`src/rtl/lsu_misalign.sv`:
```
// Load/store sequencer between execute and data memory.
// Aligned (and illegal-ctrl) accesses pass straight through with no added latency.
// Misaligned halfword/word accesses are split into byte accesses while the core is stalled,
// and load bytes are reassembled and extended on the final byte.
// Optional feature macro: LSU_MISALIGN_TRAP_EN -- misaligned requests raise misalign_err
// instead of being split.
module lsu_misalign #(
  parameter int unsigned ADDR_W = 32
) (
  input  logic              clk,
  input  logic              rst,
  input  logic              req_valid,
  input  logic              req_we,
  input  logic [2:0]        req_ctrl,
  input  logic [ADDR_W-1:0] req_addr,
  input  logic [31:0]       req_wdata,
  output logic              stall,
  output logic [31:0]       rdata,
  output logic              rdata_valid,
  output logic              misalign_err,
  output logic [ADDR_W-1:0] mem_addr,
  output logic [31:0]       mem_wdata,
  output logic              mem_we,
  output logic [2:0]        mem_ctrl,
  input  logic [31:0]       mem_rdata
);

  typedef enum logic [0:0] {StIdle, StSplit} state_e;

  state_e            state_q, state_d;
  logic [1:0]        cnt_q, cnt_d;
  logic [2:0]        nbytes_q, nbytes_d;
  logic [ADDR_W-1:0] addr_q, addr_d;
  logic              we_q, we_d;
  logic [2:0]        ctrl_q, ctrl_d;
  logic [31:0]       wdata_q, wdata_d;
  logic [23:0]       buf_q, buf_d;

  logic is_half, is_word, misaligned, last_byte, sign_bit;

  // Classify the incoming request; only legal halfword/word codes can be misaligned.
  always_comb begin
    is_half    = (req_ctrl == 3'b001) || (req_ctrl == 3'b101);
    is_word    = (req_ctrl == 3'b010);
    misaligned = req_valid && ((is_half && req_addr[0]) || (is_word && (req_addr[1:0] != 2'b00)));
  end

  // Next-state and output logic for pass-through and byte-split sequencing.
  always_comb begin
    state_d      = state_q;
    cnt_d        = cnt_q;
    nbytes_d     = nbytes_q;
    addr_d       = addr_q;
    we_d         = we_q;
    ctrl_d       = ctrl_q;
    wdata_d      = wdata_q;
    buf_d        = buf_q;
    mem_addr     = req_addr;
    mem_wdata    = req_wdata;
    mem_we       = req_valid & req_we;
    mem_ctrl     = req_ctrl;
    stall        = 1'b0;
    rdata_valid  = 1'b0;
    rdata        = 32'h0;
    misalign_err = 1'b0;
    last_byte    = 1'b0;
    sign_bit     = 1'b0;

    unique case (state_q)
      StIdle: begin
        if (misaligned) begin
`ifdef LSU_MISALIGN_TRAP_EN
          misalign_err = 1'b1;
          mem_we       = 1'b0;
`else
          // Byte 0 goes out this cycle; the rest follow from SPLIT.
          addr_d        = req_addr;
          we_d          = req_we;
          ctrl_d        = req_ctrl;
          wdata_d       = req_wdata;
          nbytes_d      = is_word ? 3'd4 : 3'd2;
          mem_ctrl      = req_we ? 3'b000 : 3'b100;
          mem_wdata     = {24'h0, req_wdata[7:0]};
          mem_we        = req_we;
          stall         = 1'b1;
          buf_d[7:0]    = mem_rdata[7:0];
          cnt_d         = 2'd1;
          state_d       = StSplit;
`endif
        end else begin
          rdata_valid = req_valid & ~req_we;
          rdata       = rdata_valid ? mem_rdata : 32'h0;
        end
      end
      StSplit: begin
        mem_addr  = addr_q + ADDR_W'(cnt_q);
        mem_wdata = {24'h0, wdata_q[8*cnt_q +: 8]};
        mem_ctrl  = we_q ? 3'b000 : 3'b100;
        mem_we    = we_q;
        last_byte = ({1'b0, cnt_q} == (nbytes_q - 3'd1));
        if (!last_byte) begin
          stall = 1'b1;
          case (cnt_q)
            2'd1:    buf_d[15:8]  = mem_rdata[7:0];
            2'd2:    buf_d[23:16] = mem_rdata[7:0];
            default: buf_d        = buf_q;
          endcase
          cnt_d = cnt_q + 2'd1;
        end else begin
          state_d = StIdle;
          cnt_d   = 2'd0;
          if (!we_q) begin
            rdata_valid = 1'b1;
            sign_bit    = ~ctrl_q[2] & mem_rdata[7];
            if (nbytes_q == 3'd4) rdata = {mem_rdata[7:0], buf_q};
            else                  rdata = {{16{sign_bit}}, mem_rdata[7:0], buf_q[7:0]};
          end
        end
      end
      default: state_d = StIdle;
    endcase

    // While reset is held the core sees an idle, non-committing LSU.
    if (rst) begin
      stall        = 1'b0;
      rdata_valid  = 1'b0;
      rdata        = 32'h0;
      mem_we       = 1'b0;
      misalign_err = 1'b0;
    end
  end

  // State and capture registers.
  always_ff @(posedge clk or posedge rst) begin
    if (rst) begin
      state_q  <= StIdle;
      cnt_q    <= 2'd0;
      nbytes_q <= 3'd0;
      addr_q   <= '0;
      we_q     <= 1'b0;
      ctrl_q   <= 3'b000;
      wdata_q  <= 32'h0;
      buf_q    <= 24'h0;
    end else begin
      state_q  <= state_d;
      cnt_q    <= cnt_d;
      nbytes_q <= nbytes_d;
      addr_q   <= addr_d;
      we_q     <= we_d;
      ctrl_q   <= ctrl_d;
      wdata_q  <= wdata_d;
      buf_q    <= buf_d;
    end
  end

endmodule

```
`config.mk`:
```
export PLATFORM = sky130hd
export DESIGN_NAME = lsu_misalign
export DESIGN_NICKNAME = d
export VERILOG_FILES = /design/src/rtl/lsu_misalign.sv
export SDC_FILE = /design/constraint.sdc
export NUM_CORES = 1
export LEC_CHECK = 0
export ABC_CLOCK_PERIOD_IN_PS = 4050
export BUFFER_PORTS_ARGS = -buffer_cell sky130_fd_sc_hd__buf_2
export CAP_MARGIN = 40
export CORE_ASPECT_RATIO = 0.9
export CORE_MARGIN = 4
export CORE_UTILIZATION = 51
export DETAILED_ROUTE_END_ITERATION = 16
export PLACE_DENSITY = 0.81
export SETUP_SLACK_MARGIN = 0.3
export SYNTH_ARGS = -nofsm -noshare
export SYNTH_HDL_FRONTEND = slang
export SYNTH_SLANG_ARGS = --single-unit
```
`constraint.sdc`:
```
create_clock -name clk -period 4.05 [get_ports clk]
set_input_delay 0.2025 -clock clk [delete_from_list [all_inputs] [get_ports clk]]
set_output_delay 0.2025 -clock clk [all_outputs]
set_load 0.03 [all_outputs]
```
==> results.sh <==
export IMPL_status="finished, final reports clean"
export IMPL_cap_violations=0
export IMPL_start_util=0.5218
export IMPL_grt_pass1_vias=5346
export IMPL_relSlewSlack=0.4239
export IMPL_ys_ff_latch=95
export IMPL_synth_seq_area_share=0.3968
export IMPL_path_class="reg2out"
export IMPL_tightestPinTransition_ns=0.8641
export IMPL_setup_tns_ns=0
export IMPL_critPathMaxFanout=19
export IMPL_r2r_start="state_q"
export IMPL_syn_area_mm2=0.005991
export IMPL_final_max_slew_violation_count=0
export IMPL_nets=878
export IMPL_port_buffers=204
export IMPL_clock_root_buffer="clkbuf_16"
export IMPL_rows=37
export IMPL_hold_path_class="in2reg"
export IMPL_cp_arrival_ns=3.23
export IMPL_clkLatencyLatePin_ns=0.34
export IMPL_skew_ns=0.009682
export IMPL_dp_cells=914
export IMPL_post_route_drc_count=0
export IMPL_fin_crit_sh=0.8471
export IMPL_clockBufferDepth=2
export IMPL_die_area_mm2=0.01355
export IMPL_viasPerCell=5.711
export IMPL_final_cells=930
export IMPL_syn_inst=591
export IMPL_synthFlopType="dfrtp_1"
export IMPL_syn_nets=700
export IMPL_postCtsSetupBuffers=0
export IMPL_h_tree_depth=3
export IMPL_fp_coreArea_mm2=0.01148
export IMPL_overflow=0
export IMPL_synth_async_reset_ratio=1.000
export IMPL_crit_required_ns=3.85
export IMPL_die_h_um=110.8
export IMPL_mostFrequentLayoutCells="buf_2 (204), mux2_2 (95), dfrtp_1 (94)"
export IMPL_num_fill_cells=954
export IMPL_grt_max_degree=57
export IMPL_cts_hold_buf=0
export IMPL_power_density_mw_per_mm2=727.7
export IMPL_grt_pass1_wl_mm=25.81
export IMPL_fin_area_mm2=0.007485
export IMPL_area_growth_pct=24.94
export IMPL_vias=5311
export IMPL_wirelength_mm=16.05
export IMPL_yosysTopAreaCell="dfrtp_1"
export IMPL_rsz0062_at_grt="no"
export IMPL_setup_slack_ns=0.6191
export IMPL_grt_total_usage=0.2341
export IMPL_dieWidth_um=122.2
export IMPL_startpoint_type="flop"
export IMPL_final_util=0.6519
export IMPL_dp_slack_ns=0.7823
export IMPL_synth_warnings=0
export IMPL_synth_top_cell_area_share=0.3968
export IMPL_layout_commonest_cell="buf_2"
export IMPL_place_area_mm2=0.007158
export IMPL_hp_start="req_wdata[21]"
export IMPL_place_hpwl_mm=11.66
export IMPL_hold_viol_final=0
export IMPL_gp_congestion=0.8523
export IMPL_power_leakage_nw=3.242
export IMPL_ir_drop_mv=0.3934
export IMPL_wl_per_cell_um=17.25
export IMPL_diodes=0
export IMPL_ant_nets=0
export IMPL_worstSetupEndpointType="primary output"
export IMPL_startpoint="cnt_q[0]"
export IMPL_drt_iter0_markers=446
export IMPL_synth_distinct_cells=46
export IMPL_synthTopCellsByArea="dfrtp_1 (40%), mux2_2 (18%), nor3b_1 (3.4%)"
export IMPL_io_pin_count=206
export IMPL_numCtsBuffers=9
export IMPL_syn_mean_instance_area_um2=10.14
export IMPL_cts_sinks=95
export IMPL_drive_gt1_frac=0.4419
export IMPL_antenna_found_initial=0
export IMPL_timing_fmax_mhz=291.5
export IMPL_min_period_ns=3.431
export IMPL_synth_edf_count=0
export IMPL_drt_first_pass_iters=7
export IMPL_setup_viol=0
export IMPL_cts_resized=0
export IMPL_cts_tree="done"
export IMPL_path_clk_slew_ns=0.07
kinds of logic after synthesis:
logic type / after synthesis / share of synthesized area
buffers and inverters: 62 / 0.04156
AOI/OAI and AO/OA: 92 / 0.09691
xor gates and xnor gates: 13 / 0.01901
other: 1 / 0.0006260
and+or+nand+nor: 198 / 0.1867
adders and majority gates: 6 / 0.01378
muxes: 124 / 0.2446
DFF: 95 / 0.3968
worst max-delay path, cell delays in order, from the launching register on:
cell	delay (ns)
dfrtp_1	0.37
ha_1	0.18
inv_1	0.06
fa_1	0.41
nand3b_1	0.23
or4_4	0.67
or4_1	0.56
a31oi_1	0.18
buf_2	0.22
Yosys cell counts, types with 8 or more instances:
| library cell | number |
|---|---|
| nand2_1 | 14 |
| nor2_1 | 44 |
| clkbuf_1 | 31 |
| nand2b_1 | 19 |
| mux4_2 | 8 |
| nand3_1 | 9 |
| buf_2 | 10 |
| inv_1 | 14 |
| or4_1 | 17 |
| dfrtp_1 | 95 |
| a31oi_1 | 20 |
| xnor2_1 | 12 |
| o31ai_1 | 15 |
| a2111oi_0 | 8 |
| mux2_2 | 95 |
| nor3_1 | 27 |
| nor3b_1 | 27 |
| mux2i_1 | 17 |
| a21oi_1 | 32 |
| nor2b_1 | 20 |
report_power, final:
group,switching (W),leakage (nW),internal [W]
Combinational,0.00157,1.97,0.00113
Clock,0.000374,0.153,0.000546
Sequential,0.000420,1.12,0.00141
sequential cells by signal, summed over array words and instances (netlist names):
signal	cells
we_q	1
cnt_q	2
buf_q	24
addr_q	32
ctrl_q	1
wdata_q	32
state_q	1
nbytes_q	2
path summary, 6_finish.rpt:
path	slack, ns	endpoint	cells past startpoint
setup / recovery	0.62	mem_addr[28]	8
hold / removal	0.09	wdata_q[21]	2
setup reg to reg	1.69	addr_q[26]	4
hold reg to reg	0.48	wdata_q[21]	1
max in group asynchronous	3.34	addr_q[12]	3
min in group asynchronous	0.12	buf_q[12]	2
metal layers:
| layer | up-vias | wire [um] | GRT usage |
|---|---|---|---|
| met5 | - | 0 | 0 |
| met1 | 2548 | 7072 | 0.3149 |
| li1 | 2524 | - | - |
| met3 | 29 | 957 | 0.03622 |
| met4 | 0 | 324 | 0.07463 |
| met2 | 210 | 7693 | 0.3868 |
area by class of cell:
| class | count | area (um^2) | share of cell area |
|---|---|---|---|
| tap | 156 | 195.2 | 0.02608 |
| clock inverter | 6 | 93.84 | 0.01254 |
| clock buffer | 10 | 229.0 | 0.03059 |
| sequential | 95 | 2381 | 0.3181 |
| multi-input combinational | 434 | 3391 | 0.4530 |
| inverter | 14 | 55.05 | 0.007355 |
| timing repair buffer | 215 | 1140 | 0.1523 |
stage by stage:
step / total power, W / hold WS (ns)
6_report: 0.005447 / 0.08818
5_1_grt: 0.005801 / 0.08952
4_1_cts: 0.005474 / 0.07429
3_5_place_dp: 0.004540 / 0.4380
3_3_place_gp: 0.004417 / 0.4329
2_1_floorplan: 0.003803 / 0.3372
Power figures use the tool's default switching activity.
